$ cat src/rtl/lif_pkg.sv
// Shared types and saturation helper for the synapse integrator and the LIF neuron.
// Both blocks clamp a signed sum onto the 8-bit unsigned current range.
package lif_pkg;

    localparam int CUR_W    = 8;
    localparam int CUR_MAX  = 255;
    localparam int WEIGHT_W = 8;

    typedef logic [CUR_W-1:0]           cur_t;
    typedef logic signed [WEIGHT_W-1:0] weight_t;

    typedef struct packed {
        cur_t value;
        logic hi;
        logic lo;
    } sat_res_t;

    // Callers sign-extend their sum to 32 bits, so one helper serves any adder width.
    function automatic sat_res_t sat_u8(input logic signed [31:0] sum);
        sat_res_t res;
        res.hi    = 1'b0;
        res.lo    = 1'b0;
        res.value = sum[CUR_W-1:0];
        if (sum > CUR_MAX) begin
            res.value = cur_t'(CUR_MAX);
            res.hi    = 1'b1;
        end else if (sum < 0) begin
            res.value = '0;
            res.lo    = 1'b1;
        end
        return res;
    endfunction

endpackage

$ cat src/rtl/synapse_current_integrator_if.sv
// Control, spike, weight-write and current/status signals of the synapse integrator.
// The master side drives spikes and weight writes; the slave side returns the current.
interface synapse_current_integrator_if
    import lif_pkg::*;
#(
    parameter int N_IN    = 4,
    parameter int W_WIDTH = 8
);
    localparam int AW = (N_IN > 1) ? $clog2(N_IN) : 1;

    logic               en;
    logic               clear;
    logic [N_IN-1:0]    spike_in;
    logic               w_we;
    logic [AW-1:0]      w_addr;
    logic [W_WIDTH-1:0] w_data;
    cur_t               current;
    logic               sat_hi;
    logic               sat_lo;
    logic               decay_tick;

    modport master (
        output en, clear, spike_in, w_we, w_addr, w_data,
        input  current, sat_hi, sat_lo, decay_tick
    );

    modport slave (
        input  en, clear, spike_in, w_we, w_addr, w_data,
        output current, sat_hi, sat_lo, decay_tick
    );

endinterface

$ cat src/rtl/decay_tick_gen.sv
// Period counter for the exponential decay: o_tick is high in the enabled cycle
// that consumes the last count of the period, so the update applies decay there.
module decay_tick_gen #(
    parameter int DECAY_PERIOD = 4
) (
    input  logic clk,
    input  logic rst_n,
    input  logic i_en,
    input  logic i_clear,
    output logic o_tick
);

    localparam int             CW   = (DECAY_PERIOD > 1) ? $clog2(DECAY_PERIOD) : 1;
    localparam logic [CW-1:0]  LAST = CW'(DECAY_PERIOD - 1);

    logic [CW-1:0] r_cnt;
    logic          w_last;

    assign w_last = (r_cnt == LAST);
    assign o_tick = i_en && !i_clear && w_last;

    // NOTE: state registers use non-blocking assignments so every flop samples
    // pre-edge values, independent of the order in which always blocks run.
    always_ff @(posedge clk or negedge rst_n) begin
        if (!rst_n) begin
            r_cnt <= '0;
        end else if (i_clear) begin
            r_cnt <= '0;
        end else if (i_en) begin
            r_cnt <= w_last ? '0 : r_cnt + 1'b1;
        end
    end

endmodule

$ cat src/rtl/synapse_current_integrator.sv
// Weighted spike integrator with periodic exponential decay, feeding the LIF neuron
// an 8-bit saturated current through a single output register.
module synapse_current_integrator
    import lif_pkg::*;
#(
    parameter int N_IN         = 4,
    parameter int W_WIDTH      = 8,
    parameter int DECAY_SHIFT  = 3,
    parameter int DECAY_PERIOD = 4
) (
    input  logic                          clk,
    input  logic                          rst_n,
    synapse_current_integrator_if.slave   bus
);

    localparam int AW    = (N_IN > 1) ? $clog2(N_IN) : 1;
    localparam int SUM_W = ((W_WIDTH > CUR_W) ? W_WIDTH : CUR_W) + AW + 2;

    logic signed [W_WIDTH-1:0] r_weight [N_IN];
    cur_t                      r_current;
    logic                      r_sat_hi;
    logic                      r_sat_lo;
    logic                      r_decay_tick;

    logic                      w_tick;
    logic signed [SUM_W-1:0]   w_spike_sum;
    logic signed [SUM_W-1:0]   w_cur_ext;
    logic signed [SUM_W-1:0]   w_decay;
    logic signed [SUM_W-1:0]   w_next;
    sat_res_t                  w_sat;

    decay_tick_gen #(
        .DECAY_PERIOD (DECAY_PERIOD)
    ) u_decay_tick_gen (
        .clk     (clk),
        .rst_n   (rst_n),
        .i_en    (bus.en),
        .i_clear (bus.clear),
        .o_tick  (w_tick)
    );

    // NOTE: every variable in this block gets a default before any condition,
    // so no path leaves one unassigned and no latch is inferred.
    always_comb begin
        w_spike_sum = '0;
        for (int i = 0; i < N_IN; i++) begin
            if (bus.spike_in[i]) begin
                w_spike_sum = w_spike_sum + SUM_W'(r_weight[i]);
            end
        end
        // Decay is taken from the pre-update current, before spikes are added.
        w_cur_ext = SUM_W'(r_current);
        w_decay   = w_tick ? SUM_W'(r_current >> DECAY_SHIFT) : '0;
        w_next    = w_cur_ext - w_decay + w_spike_sum;
        w_sat     = sat_u8(32'(w_next));
    end

    // NOTE: the weight file is a handful of flops that must read zero right after
    // reset, so it is reset explicitly instead of being inferred as RAM.
    always_ff @(posedge clk or negedge rst_n) begin
        if (!rst_n) begin
            for (int i = 0; i < N_IN; i++) begin
                r_weight[i] <= '0;
            end
        end else if (bus.w_we && (int'(bus.w_addr) < N_IN)) begin
            r_weight[bus.w_addr] <= bus.w_data;
        end
    end

    always_ff @(posedge clk or negedge rst_n) begin
        if (!rst_n) begin
            r_current    <= '0;
            r_sat_hi     <= 1'b0;
            r_sat_lo     <= 1'b0;
            r_decay_tick <= 1'b0;
        end else if (bus.clear) begin
            r_current    <= '0;
            r_sat_hi     <= 1'b0;
            r_sat_lo     <= 1'b0;
            r_decay_tick <= 1'b0;
        end else if (bus.en) begin
            r_current    <= w_sat.value;
            r_sat_hi     <= w_sat.hi;
            r_sat_lo     <= w_sat.lo;
            r_decay_tick <= w_tick;
        end else begin
            r_sat_hi     <= 1'b0;
            r_sat_lo     <= 1'b0;
            r_decay_tick <= 1'b0;
        end
    end

    assign bus.current    = r_current;
    assign bus.sat_hi     = r_sat_hi;
    assign bus.sat_lo     = r_sat_lo;
    assign bus.decay_tick = r_decay_tick;

endmodule

$ cat src/flat_wrapper.sv
// flat-port wrapper written by rule: the top's interface ports become plain ports
module synapse_current_integrator_flat import lif_pkg::*;
#(
    parameter int N_IN         = 4,
    parameter int W_WIDTH      = 8,
    parameter int DECAY_SHIFT  = 3,
    parameter int DECAY_PERIOD = 4
)
  (clk, rst_n, bus_en, bus_clear, bus_spike_in, bus_w_we, bus_w_addr, bus_w_data, bus_current, bus_sat_hi, bus_sat_lo, bus_decay_tick);
  synapse_current_integrator_if #(.N_IN(N_IN), .W_WIDTH(W_WIDTH)) bus_i ();
  input  logic clk;
  input  logic rst_n;
  input wire logic [$bits(bus_i.en)-1:0] bus_en;
  input wire logic [$bits(bus_i.clear)-1:0] bus_clear;
  input wire logic [$bits(bus_i.spike_in)-1:0] bus_spike_in;
  input wire logic [$bits(bus_i.w_we)-1:0] bus_w_we;
  input wire logic [$bits(bus_i.w_addr)-1:0] bus_w_addr;
  input wire logic [$bits(bus_i.w_data)-1:0] bus_w_data;
  output wire logic [$bits(bus_i.current)-1:0] bus_current;
  output wire logic [$bits(bus_i.sat_hi)-1:0] bus_sat_hi;
  output wire logic [$bits(bus_i.sat_lo)-1:0] bus_sat_lo;
  output wire logic [$bits(bus_i.decay_tick)-1:0] bus_decay_tick;
  assign bus_i.en = bus_en;
  assign bus_i.clear = bus_clear;
  assign bus_i.spike_in = bus_spike_in;
  assign bus_i.w_we = bus_w_we;
  assign bus_i.w_addr = bus_w_addr;
  assign bus_i.w_data = bus_w_data;
  assign bus_current = bus_i.current;
  assign bus_sat_hi = bus_i.sat_hi;
  assign bus_sat_lo = bus_i.sat_lo;
  assign bus_decay_tick = bus_i.decay_tick;
  synapse_current_integrator #(.N_IN(N_IN), .W_WIDTH(W_WIDTH), .DECAY_SHIFT(DECAY_SHIFT), .DECAY_PERIOD(DECAY_PERIOD)) u_core (.clk(clk), .rst_n(rst_n), .bus(bus_i));
endmodule
$ cat config.mk
export PLATFORM = sky130hd
export DESIGN_NAME = synapse_current_integrator_flat
export DESIGN_NICKNAME = d
export VERILOG_FILES = /design/src/rtl/lif_pkg.sv /design/src/rtl/synapse_current_integrator_if.sv /design/src/rtl/decay_tick_gen.sv /design/src/rtl/synapse_current_integrator.sv /design/src/flat_wrapper.sv
export SDC_FILE = /design/constraint.sdc
export NUM_CORES = 1
export LEC_CHECK = 0
export CORE_ASPECT_RATIO = 1.1
export CORE_MARGIN = 8
export CORE_UTILIZATION = 45
export CTS_CLUSTER_SIZE = 12
export DETAILED_ROUTE_END_ITERATION = 16
export SYNTH_ARGS = -nofsm -noshare
export SYNTH_HDL_FRONTEND = slang
export SYNTH_SLANG_ARGS = --single-unit
export TNS_END_PERCENT = 100
$ cat constraint.sdc
create_clock -name clk -period 11.9 [get_ports clk]
set_input_delay 2.38 -clock clk [delete_from_list [all_inputs] [get_ports clk]]
set_output_delay 2.38 -clock clk [all_outputs]
set_load 0.02 [all_outputs]
# Word-level counts from Yosys, hierarchy flattened
# Cells that the tools add are included.
word_totals:
  regBits: 45
  out_inout_bits: 11
  word_cells: 50
op_classes:
  add_sub_neg: 6
  order_cmp: 4
  n_eq_ne: 1
  muxes: 24
  n_bitwise: 1
  n_reduce_logical: 5
op_table:
  columns: ["op", "count"]
  rows:
  - ["$mux W12", 4]
  - ["$mux W8", 5]
  - ["$add A12 B8 Y12", 3]
  - ["$bwmux W32", 1]
  - ["$demux W8 S2", 1]
  - ["$add A12 B12 Y12", 1]
  - ["$gt A12 B9 Y1 const B", 1]
  - ["$lt A12 B1 Y1 const B", 1]
  - ["$sub A9 B12 Y12", 1]
  - ["$mux W1", 9]
  - ["$mux W2", 3]
  - ["$mux W5", 1]
  - ["$ge A3 B3 Y1 const B", 1]
  - ["$logic_and A1 B1 Y1", 3]
  - ["$lt A3 B1 Y1 const B", 1]
  - ["$not A2 Y3", 1]
  - ["$add A2 B1 Y2 const B", 1]
  - ["$eq A2 B2 Y1 const B", 1]
  - ["$reduce_bool A2 Y1", 1]
  - ["$logic_not A1 Y1", 1]

# Logic depth before layout (Yosys ltp)
# Gate-level depths: netlist of run 1.
logic_depth:
  depth_word: 13
  mapped_depth: 33

# Hierarchy
# From an unflattened synthesis of run 1, not the netlist that was laid out.
unflattened:
  cells_unflattened: 451
  hier_area_um2: 4247.8
modules_own_cells:
  columns: ["mod", "instances", "cells_each", "area_per_inst_um2"]
  rows:
  - ["synapse_current_integrator", 1, 441, 4140.2]
  - ["decay_tick_gen", 1, 10, 107.6]

# Worst setup path before layout of run 1
# OpenSTA, ideal clock, no wires.
synth_timing:
  path_type: "input port to flip-flop"
  start: "input port bus_spike_in[0]"
  end: "register u_core.r_current[0] (netlist: u_core.bus.current[0])"
  setup_ns: 0.141
  t_arrival_ns: 8.485
  required_ns: 11.759
  setup_slack_ns: 3.274
  stages: 32
  path_buffers: 2
  cell_sequence: "buf_4 and2_1 ha_1 fa_1 a21o_1 a21oi_1 o21ai_0 xnor2_1 nand2_1 o21ai_0 ha_1 and4_1 nor3b_2 a211oi_1 a31oi_1 xnor2_1 a21oi_1 ha_1 a21o_1 o21a_1 nor3_1 nor2_1 ha_1 nor4b_1 o211ai_1 nor4b_1 a211oi_1 nand3b_1 o311a_1 buf_2 nor4b_1 o41ai_2"
synth_between:
  elab_chain_len: 13
  elab_cells_between_ends: 14
  classes_between: "4 x add/sub; 2 x order compare; 8 x mux"
synth_rtl:
  columns: ["item", "line_no", "rtl"]
  rows:
  - ["from (decl)", "flat_wrapper.sv:15", "input wire logic [$bits(bus_i.spike_in)-1:0] bus_spike_in;"]
  - ["$mux W12 *", "synapse_current_integrator.sv:47", "if (bus.spike_in[i]) begin"]
  - ["$add A12 B8 Y12", "synapse_current_integrator.sv:48", "w_spike_sum = w_spike_sum + SUM_W'(r_weight[i]);"]
  - ["$mux W12 *", "synapse_current_integrator.sv:47", null]
  - ["$add A12 B8 Y12", "synapse_current_integrator.sv:48", null]
  - ["$mux W12 *", "synapse_current_integrator.sv:47", null]
  - ["$add A12 B8 Y12", "synapse_current_integrator.sv:48", null]
  - ["$mux W12 *", "synapse_current_integrator.sv:47", null]
  - ["$add A12 B12 Y12 *", "synapse_current_integrator.sv:54", "w_next = w_cur_ext - w_decay + w_spike_sum;"]
  - ["$lt A12 B1 Y1", "lif_pkg.sv:27", "end else if (sum < 0) begin"]
  - ["$mux W8", "lif_pkg.sv:27", null]
  - ["$mux W8 *", "lif_pkg.sv:24", "if (sum > CUR_MAX) begin"]
  - ["$mux W8 *", "synapse_current_integrator.sv:81", "end else if (bus.en) begin"]
  - ["$mux W8 *", "synapse_current_integrator.sv:76", "end else if (bus.clear) begin"]
  - ["to (signal assigned)", "synapse_current_integrator.sv:82", "r_current <= w_sat.value;"]
  - ["to (decl)", "synapse_current_integrator.sv:20", "cur_t r_current;"]
# Mark *: on every way between the ends. The rest lies on a longest branch, timed or not. The select of a mux whose other input is x is not followed.
# A chain may end at the register's enable or synchronous reset.

# Worst setup path after layout of run 1
# Same ends and word-level chain as after synthesis.

==> metrics.log, run 1 <==
[metrics] nature of the critical path endpoint: flip-flop
[metrics] distinct cell type count after synthesis: 70
[metrics] antenna violations before repair: 0
[metrics] switching power share of the total: 0.509
[metrics] final worst hold slack: between 500 and 600 ps
[metrics] Post-synth EDFFs: 0
[metrics] headroom to the max-slew limit: 0.230
[metrics] critical path class: in2reg
[metrics] static leakage: about 2.2 nW
[metrics] number of rows created at floorplan: 38
[metrics] clock share of power: 0.072
[metrics] switching power summed over all nets: a little over 0.8 mW
[metrics] first-pass GRT wire length: about 18000 microns
[metrics] summed negative setup slack over all endpoints: 0 ps
[metrics] Worst Hold Path Cells: 1
[metrics] Worst IR Drop VDD: ~200 uV
[metrics] first-pass iteration count of the detailed router: 4
[metrics] Final period util: 0.798
[metrics] leading cell type in the layout, fill and taps excluded: nand2_1
[metrics] post-DP HPWL: just over 8000 microns
[metrics] synthesized instance count: around 490
[metrics] depth of the worst register-to-register path: 31
[metrics] critical path's most frequent cell: ha_1
[metrics] dominant synthesized flop cell: dfrtp_1
[metrics] slowest library cell on the worst path: clkdlybuf4s50_1
[metrics] Crit path arrival time: a little under 10000 ps
[metrics] Final Routed Wirelength: 10300 microns
[metrics] CTS tree: done
[metrics] gr ovfl total: 0
[metrics] detailed-route via count: between 3k and 4k
[metrics] Sink Count: 45
[metrics] Worst Skew: around 6.4 ps
[metrics] Pwr Density: roughly 320 mW/mm^2
[metrics] sequential-to-total area share from yosys stat: 0.247
[metrics] xor/xnor cell area share of the yosys netlist: 0.0441
[metrics] via count of the first global-routing pass: about 3.7k
[metrics] Total Die Area: ~0.014 sq mm
[metrics] post-layout min period: approximately 9500 ps
[metrics] NumNets Final: approximately 600
[metrics] path category of the worst min-delay check: reg2reg
[metrics] Die Ht: approximately 120 microns
[metrics] quantity of gates resized following cts: 0
[metrics] starting utilization of the core area: 0.462
[metrics] count of final max-slew check failures: 0
[metrics] share of total power in sequential cells: 0.132
[metrics] core area: a little under 0.01 sq mm
[metrics] via-per-instance ratio: ~5.7
[metrics] WP data required: ~12000 ps
[metrics] residual antenna-violating net count after detailed routing: 0
[metrics] share of cells above drive strength 1: 0.162
[metrics] top-area cell type share of the netlist area: 0.247
[metrics] Max Cap Violations: 0
[metrics] synthesized-area fraction occupied by ao, oa, aoi and oai cells: 0.241
[metrics] width of the die: 112 microns
[metrics] share of async-settable or async-resettable flops after synthesis: 1.00
[metrics] number of setup buffers added after CTS: 0
[metrics] Inserted Clock Buffers: 5
[metrics] Tightest Pin Transition: between 1000 and 1500 ps
[metrics] synthesis-to-layout area growth: 10.8%
[metrics] DRC errors left: 0
[metrics] synthesized area per cell: around 9.3 sq um
[metrics] outcome: finished clean
[metrics] cell taking the most area after synthesis: dfrtp_1
[metrics] dominant combinational cell family by area after synthesis: compound AO/OA/AOI/OAI gates
[metrics] worst skew pair latency: 300 ps
[metrics] most frequent cells in the layout: nand2_1 (49), ha_1 (45), dfrtp_1 (45), mux2_2 (41), inv_1 (34)
[metrics] share of synthesized area spent on multiplexers: 0.114
[metrics] final-report setup violation count: 0
[metrics] largest incremental delay on the critical path: 560 ps
[metrics] GP Congestion: about 0.85
[metrics] maximum buffer depth of the clock tree: 2
[metrics] antenna cell count: 0
[metrics] post-synthesis simple-gate area fraction: 0.154
[metrics] cell internal power dissipation: roughly 0.79 mW
[metrics] Fmax achieved: around 0.11 GHz
[metrics] Design Power: about 1.6 mW
[metrics] top cells by area, synth: dfrtp_1 (25%), ha_1 (12%), mux2_2 (10%)
[metrics] crit path launch type: input pin
[metrics] number of register bits inferred by synthesis: between 40 and 50
[metrics] final hold violations: 0
[metrics] total nets after synthesis: 564
[metrics] Total GRT Usage: 0.157
[metrics] I/O pin count: 30
[metrics] Combinational Power Share: 0.796
[metrics] setup repair after global routing missed its margin: no
[metrics] largest driver fanout on the critical path: 9
[metrics] CTS root buffer: clkbuf_8
[metrics] total of buffers placed on input and output ports: 29
[metrics] Detailed Route Iter0 Violations: ~190
[metrics] fraction of the mapped netlist area in adder cells: 0.158
[metrics] cts-stage hold buffer count: 0
[metrics] warnings from Yosys: 0
[metrics] H-tree depth: 2
[metrics] routed length per instance: roughly 16 microns
[metrics] post-synthesis instance area: roughly 0.0046 sq mm
[metrics] Worst-path clk slew: roughly 90 ps
[metrics] pin count of the biggest net entering global routing: 46
## stage by stage
| stage | setup slack, ps | util | cell area [sq um] | cells |
|---|---|---|---|---|
| global route | 1860 | 0.512 | 5060 | 640 |
| detailed placement | 2070 | 0.501 | 4960 | 633 |
| CTS | 2380 | 0.512 | 5060 | 640 |
| finish | 2410 | 0.512 | 5060 | 640 |
| global placement | 2310 | 0.501 | 4960 | 633 |
| floorplan | 3270 | - | 4570 | 492 |
## power by group through the flow
stage	logic, mW	clock network (mW)	registers (mW)
6_report	1.27	0.116	0.211
5_1_grt	1.43	0.125	0.216
4_1_cts	1.27	0.121	0.212
3_5_place_dp	1.26	0	0.215
3_3_place_gp	1.24	0	0.215
2_1_floorplan	1.03	0	0.218
## area by class of cell
class | count | area (sq um)
Fill cell | 951 | 4830
Multi-Input combinational cell | 402 | 3250
Sequential cell | 45 | 1130
Timing Repair Buffer | 30 | 293
Tap cell | 120 | 150
Inverter | 36 | 135
Clock buffer | 5 | 68.8
Clock inverter | 2 | 35.0
## kinds of logic (layout without fill, tap and decap cells)
kind of cell / count (synthesis) / count (layout)
muxes: 47 / 47
adders and majority gates: 53 / 53
xor gates and xnor gates: 23 / 23
AOI/OAI and AO/OA: 140 / 140
buffers and inverters: 45 / 73
and+or+nand+nor: 139 / 139
DFF: 45 / 45
## path summary, 6_finish.rpt
check / startpoint / end / slack [ps]
worst max-delay path: bus_spike_in[0] / u_core.bus.current[0] / 2410
worst min-delay path: u_core.r_weight[24] / u_core.r_weight[24] / 510
max in group asynchronous: rst_n / u_core.r_weight[19] / 8960
min in group asynchronous: rst_n / u_core.r_weight[27] / 2280
worst min register to register: u_core.r_weight[24] / u_core.r_weight[24] / 510
worst max register to register: u_core.r_weight[24] / u_core.bus.current[0] / 4740
## Yosys cell counts, drive strengths merged (2+ instances only)
cell type and count:
nand2 49, dfrtp 45, ha 45, mux2 41, inv 34, a21oi 33, nor2 31, o21ai 29
xnor2 16, a21o 13, nor3 13, a211oi 12, o41ai 9, fa 8, and2 7, o21a 7
xor2 7, mux2i 6, nor2b 6, nor4b 6, o211ai 5, o21bai 5, buf 4, clkbuf 4
nand2b 4, nand3 4, or3 4, a31oi 3, nand3b 3, nor3b 3, o2bb2ai 3, or2 3
a2111oi 2, a211o 2, a22oi 2, clkinv 2, nor4 2, o2111ai 2, o22ai 2, o311a 2
## critical path, delay by kind of cell
| kind | cells | cell delay (ps) |
|---|---|---|
| simple gates | 12 | 2400 |
| compound gates | 12 | 2170 |
| fa+ha+maj | 5 | 1830 |
| buf+inv | 1 | 560 |
| xor+xnor | 2 | 310 |
## layer usage
layer,global-route usage,wire length (microns),vias to the layer above
li1,-,-,1861
met1,0.201,5100,1771
met2,0.274,4910,29
met3,0.0248,222,6
met4,0.0346,76,0
met5,0,0,-
## registers in the layout, summed over array words and instances (netlist names)
name / flops
u_core.r_weight: 32
u_core.bus.current: 8
u_core.u_decay_tick_gen.r_cnt: 2
u_core.bus.decay_tick: 1
u_core.bus.sat_hi: 1
u_core.bus.sat_lo: 1
No activity file was read; power rests on OpenSTA's default activity.
==> run 2: changes to the inputs <==
==> constraint.sdc (replaced) <==
create_clock -name clk -period 8.85 [get_ports clk]
set_input_delay 1.77 -clock clk [delete_from_list [all_inputs] [get_ports clk]]
set_output_delay 1.77 -clock clk [all_outputs]
set_load 0.02 [all_outputs]
==> metrics.log, run 2 (synthesis results as in run 1) <==
[metrics] Design Power: 2.18 mW (was 1.60 mW)
[metrics] post-DP HPWL: 8310 microns (was 8210 microns)
[metrics] NumNets Final: 602 (was 592)
[metrics] residual antenna-violating net count after detailed routing: 0 (unchanged)
[metrics] first-pass GRT wire length: 18100 microns (was 17800 microns)
[metrics] Post-Place Cells: 643 (was 633)
[metrics] number of flip-flops in the largest register: 32 (unchanged)
[metrics] cts-stage hold buffer count: 0 (unchanged)
[metrics] Fmax achieved: about 0.12 GHz
[metrics] H-tree depth: 2 (unchanged)
[metrics] switching power share of the total: 0.509 (about the same)
[metrics] critical path class: in2reg (unchanged)
[metrics] Worst Skew: 15.6 ps (was 6.37 ps)
[metrics] launching element of the worst setup path: bus_spike_in[0] (unchanged)
[metrics] width of the die: 112 microns (unchanged)
[metrics] Worst IR Drop VDD: 249 uV (was 202 uV)
[metrics] worst-case register-to-register setup slack: 2040 ps (was 4740 ps)
[metrics] Tightest Pin Transition: 1050 ps (was 1150 ps)
[metrics] slowest library cell on the worst path: clkdlybuf4s50_1 (unchanged)
[metrics] register with the highest flop count: u_core.r_weight (unchanged)
[metrics] synthesis-to-layout area growth: 13.0% (was 10.8%)
[metrics] largest driver fanout on the critical path: 9 (unchanged)
[metrics] family with the most delay on the worst path: compound AO/OA/AOI/OAI gates (was simple AND/OR/NAND/NOR gates)
[metrics] Setup WS post-layout: 533 ps (was 2410 ps)
[metrics] antenna violations before repair: 0 (unchanged)
[metrics] share of total power in sequential cells: 0.131 (was 0.132)
[metrics] Sink Count: 45 (unchanged)
[metrics] Worst-path clk slew: 80 ps (was 90 ps)
[metrics] clock share of power: 0.059 (was 0.072)
[metrics] Min-Delay Startpoint: u_core.r_weight[24] (unchanged)
[metrics] nature of the critical path endpoint: flip-flop (unchanged)
[metrics] quantity of gates resized following cts: 0 (unchanged)
[metrics] number of rows created at floorplan: 38 (unchanged)
[metrics] antenna cell count: 0 (unchanged)
[metrics] Final Routed Wirelength: 10300 microns (about the same)
[metrics] routed length per instance: 15.9 microns (was 16.1 microns)
[metrics] via-per-instance ratio: 5.72 (was 5.73)
[metrics] switching power summed over all nets: 1.11 mW (was 0.814 mW)
[metrics] first-pass iteration count of the detailed router: 5 (was 4)
[metrics] Die Ht: 122 microns (unchanged)
[metrics] gr ovfl total: 0 (unchanged)
[metrics] Total GRT Usage: 0.160 (was 0.157)
[metrics] post-layout min period: ~8300 ps
[metrics] Max Cap Violations: 0 (unchanged)
[metrics] worst skew pair latency: 310 ps (was 300 ps)
[metrics] cell internal power dissipation: 1.07 mW (was 0.787 mW)
[metrics] detailed-route via count: 3719 (was 3667)
[metrics] leading cell type in the layout, fill and taps excluded: nand2_1 (unchanged)
[metrics] Inserted Clock Buffers: 5 (unchanged)
[metrics] area post-placement: 0.00503 sq mm (was 0.00496 sq mm)
[metrics] Final period util: 0.940
[metrics] Combinational Power Share: 0.810 (was 0.796)
[metrics] via count of the first global-routing pass: 3714 (was 3706)
[metrics] final-report setup violation count: 0 (unchanged)
[metrics] static leakage: 2.24 nW (was 2.20 nW)
[metrics] outcome: finished clean (unchanged)
[metrics] worst path buffer plus inverter count: 4 (was 1)
[metrics] final worst hold slack: 515 ps (was 509 ps)
[metrics] setup repair after global routing missed its margin: no (unchanged)
[metrics] Crit path arrival time: 8480 ps (was 9660 ps)
[metrics] WP data required: 9010 ps (was 12070 ps)
[metrics] post-route cell area: 0.00516 sq mm (was 0.00506 sq mm)
[metrics] largest incremental delay on the critical path: 480 ps (was 560 ps)
[metrics] CTS tree: done (unchanged)
[metrics] Non-Filler Instances: 650 (was 640)
[metrics] most frequent cells in the layout: nand2_1 (49), dfrtp_1 (45), ha_1 (44), mux2_2 (41), inv_1 (34) (was nand2_1 (49), ha_1 (45), dfrtp_1 (45), mux2_2 (41), inv_1 (34))
[metrics] DRC errors left: 0 (unchanged)
[metrics] path category of the worst min-delay check: reg2reg (unchanged)
[metrics] total of buffers placed on input and output ports: 29 (unchanged)
[metrics] Total Die Area: 0.0136 sq mm (unchanged)
[metrics] core area: 0.00989 sq mm (unchanged)
[metrics] headroom to the max-slew limit: 0.298 (was 0.230)
[metrics] CTS root buffer: clkbuf_8 (unchanged)
[metrics] Detailed Route Iter0 Violations: 214 (was 189)
[metrics] I/O pin count: 30 (unchanged)
[metrics] pin count of the biggest net entering global routing: 46 (unchanged)
[metrics] maximum buffer depth of the clock tree: 2 (unchanged)
[metrics] final hold violations: 0 (unchanged)
[metrics] post-placement setup slack: -96.2 ps (was 2070 ps)
[metrics] Finished Core Util: 0.522 (was 0.512)
[metrics] GP Congestion: 0.811 (was 0.853)
[metrics] count of final max-slew check failures: 0 (unchanged)
[metrics] crit path launch type: input pin (unchanged)
[metrics] starting utilization of the core area: 0.462 (unchanged)
[metrics] share of cells above drive strength 1: 0.194 (was 0.162)
[metrics] number of setup buffers added after CTS: 0 (unchanged)
[metrics] Pwr Density: 423 mW/mm^2 (was 316 mW/mm^2)
[metrics] summed negative setup slack over all endpoints: 0 ps (unchanged)
[metrics] FF-to-FF Start: u_core.r_weight[24] (unchanged)
run 2: routing by layer:
layer	vias up	track usage	wire, microns
met3	8	0.0213	319
met1	1777	0.211	4970
met2	51	0.273	4930
met4	0	0.0354	104
li1	1883	-	-
met5	-	0	0
run 2: area by class of cell:
type                       count  area (sq um)
fill                         945          4730
multi-input combinational    402          3290
sequential                    45          1130
timing repair buffer          40           368
tap                          120           150
inverter                      36           135
clock buffer                   5          68.8
clock inverter                 2          16.3
run 2: worst paths after layout:
path / end / cells past startpoint
min in group asynchronous: u_core.r_weight[19] / 1
hold reg to reg: u_core.r_weight[24] / 1
setup / recovery: u_core.bus.current[3] / 33
hold / removal: u_core.r_weight[24] / 1
setup reg to reg: u_core.bus.current[3] / 30
max in group asynchronous: u_core.bus.current[1] / 1
run 2: power by group through the flow:
stage / clock network, mW / logic [mW] / registers [mW]
4_1_cts: 0.136 / 1.73 / 0.286
3_3_place_gp: 0 / 1.69 / 0.289
6_report: 0.130 / 1.77 / 0.285
5_1_grt: 0.144 / 2.00 / 0.291
3_5_place_dp: 0 / 1.71 / 0.290
2_1_floorplan: 0 / 1.39 / 0.293
==> run 3: changes to the inputs <==
--- a/config.mk
+++ b/config.mk
@@ -6,7 +6,7 @@
 export NUM_CORES = 1
 export LEC_CHECK = 0
 export CORE_ASPECT_RATIO = 1.1
-export CORE_MARGIN = 8
+export CORE_MARGIN = 2
 export CORE_UTILIZATION = 45
 export CTS_CLUSTER_SIZE = 12
 export DETAILED_ROUTE_END_ITERATION = 16
==> metrics.log, run 3 (synthesis results as in run 1) <==
[metrics] total of buffers placed on input and output ports: 29 (unchanged)
[metrics] Worst Skew: 6.24 ps (was 15.6 ps)
[metrics] antenna violations before repair: 0 (unchanged)
[metrics] share of cells above drive strength 1: 0.194 (about the same)
[metrics] starting utilization of the core area: 0.462 (unchanged)
[metrics] first-pass GRT wire length: 17800 microns (was 18100 microns)
[metrics] via count of the first global-routing pass: 3698 (was 3714)
[metrics] Fmax achieved: 0.120 GHz (about the same)
[metrics] crit path launch type: input pin (unchanged)
[metrics] nature of the critical path endpoint: flip-flop (unchanged)
[metrics] CTS tree: done (unchanged)
[metrics] worst skew pair latency: 310 ps (about the same)
[metrics] critical path class: in2reg (unchanged)
[metrics] summed negative setup slack over all endpoints: 0 ps (unchanged)
[metrics] count of final max-slew check failures: 0 (unchanged)
[metrics] first-pass iteration count of the detailed router: 4 (was 5)
[metrics] Total Die Area: 0.0110 sq mm (was 0.0136 sq mm)
[metrics] residual antenna-violating net count after detailed routing: 0 (unchanged)
[metrics] number of flip-flops in the largest register: 32 (unchanged)
[metrics] H-tree depth: 2 (unchanged)
[metrics] maximum buffer depth of the clock tree: 2 (unchanged)
[metrics] outcome: finished clean (unchanged)
[metrics] cts-stage hold buffer count: 0 (unchanged)
[metrics] post-layout min period: 8350 ps (was 8320 ps)
[metrics] headroom to the max-slew limit: 0.306 (was 0.298)
[metrics] Sink Count: 45 (unchanged)
[metrics] Fillers: 947 (was 945)
[metrics] number of setup buffers added after CTS: 0 (unchanged)
[metrics] path category of the worst min-delay check: reg2reg (unchanged)
[metrics] core area: 0.00989 sq mm (unchanged)
[metrics] largest incremental delay on the critical path: 490 ps (was 480 ps)
[metrics] Tightest Pin Transition: 1040 ps (was 1050 ps)
[metrics] largest driver fanout on the critical path: 9 (unchanged)
[metrics] CTS root buffer: clkbuf_8 (unchanged)
[metrics] number of rows created at floorplan: 38 (unchanged)
[metrics] Crit path arrival time: 8550 ps (was 8480 ps)
[metrics] final worst hold slack: 516 ps (was 515 ps)
[metrics] Die Ht: 110 microns (was 122 microns)
[metrics] final-report setup violation count: 0 (unchanged)
[metrics] most frequent cells in the layout: nand2_1 (49), dfrtp_1 (45), ha_1 (43), mux2_2 (41), inv_1 (34) (was nand2_1 (49), dfrtp_1 (45), ha_1 (44), mux2_2 (41), inv_1 (34))
[metrics] register with the highest flop count: u_core.r_weight (unchanged)
[metrics] Worst-path clk slew: 90 ps (was 80 ps)
[metrics] Final Routed Wirelength: 10500 microns (was 10300 microns)
[metrics] gr ovfl total: 0 (unchanged)
[metrics] width of the die: 100 microns (was 112 microns)
[metrics] final hold violations: 0 (unchanged)
[metrics] Detailed Route Iter0 Violations: 158 (was 214)
[metrics] Max Cap Violations: 0 (unchanged)
[metrics] slowest library cell on the worst path: a211oi_4 (was clkdlybuf4s50_1)
[metrics] antenna cell count: 0 (unchanged)
[metrics] NumNets Final: 602 (unchanged)
[metrics] GP Congestion: 0.832 (was 0.811)
[metrics] synthesis-to-layout area growth: 13.1% (was 13.0%)
[metrics] detailed-route via count: 3727 (was 3719)
[metrics] leading cell type in the layout, fill and taps excluded: nand2_1 (unchanged)
[metrics] Final period util: 0.944 (was 0.940)
[metrics] Inserted Clock Buffers: 5 (unchanged)
[metrics] WP data required: 9050 ps (was 9010 ps)
[metrics] I/O pin count: 30 (unchanged)
[metrics] pin count of the biggest net entering global routing: 46 (unchanged)
[metrics] Total GRT Usage: 0.202 (was 0.160)
[metrics] via-per-instance ratio: 5.73 (was 5.72)
[metrics] setup repair after global routing missed its margin: no (unchanged)
[metrics] DRC errors left: 0 (unchanged)
[metrics] routed length per instance: 16.1 microns (was 15.9 microns)
[metrics] post-DP HPWL: 8160 microns (was 8310 microns)
[run 3: cell count changes in the layout (fill, tap and decap cells not counted), sizes merged]
cell / change
clkinv: +1
clkbuf: +1
clkinvlp: -1
[run 3: cell type report]
cell class,instances,area [sq um],share of cell area
inverters,36,135,0.0262
clock inverters,2,10.0,0.00194
multi-input cells,402,3300,0.639
flip-flops and latches,45,1130,0.218
repair buffers,40,368,0.0712
well taps,120,150,0.0291
clock buffers,6,72.6,0.0141
[run 3: timing repair]
item	in CTS	in global routing
resized for setup	0	10
endpoints found under the setup margin	0	9
hold endpoints to repair	0	0
[run 3: through the flow]
step                cell area (sq um)  worst slack (ps)   util  std cells
floorplan                        4570               834      -        492
finish                           5160               496  0.522        651
global route                     5160              8.76  0.522        651
detailed placement               5030             -17.2  0.509        643
global placement                 5030               145  0.509        643
CTS                              5110               293  0.517        651
[run 3: worst max-delay path, delay by kind of cell]
kind | cells | cell delay (ps)
AO/OA/AOI/OAI | 12 | 3060
XOR/XNOR | 3 | 420
adder cells (fa/ha/maj) | 6 | 1930
buffers and inverters | 2 | 450
AND/OR/NAND/NOR | 6 | 880
[run 3: path summary, 6_finish.rpt]
| path | from | endpoint | cells after the start | slack [ps] |
|---|---|---|---|---|
| min | u_core.r_weight[29] | u_core.r_weight[29] | 1 | 520 |
| min in group asynchronous | rst_n | u_core.r_weight[24] | 1 | 1650 |
| min reg2reg | u_core.r_weight[29] | u_core.r_weight[29] | 1 | 520 |
| max in group asynchronous | rst_n | u_core.bus.current[3] | 1 | 6570 |
| max | bus_spike_in[0] | u_core.bus.sat_hi | 29 | 500 |
| max reg2reg | u_core.r_weight[24] | u_core.bus.sat_hi | 28 | 1980 |
[run 3: metal layers]
| layer | track usage | routed length, microns |
|---|---|---|
| met1 | 0.272 | 5160 |
| met2 | 0.344 | 4910 |
| met3 | 0.0267 | 224 |
| met4 | 0.0548 | 197 |
| met5 | 0 | 0 |
Power of run 3 is left out: the tool's default activity adds up to more than one toggle a clock period on the data nets, which glitch-free logic cannot reach.
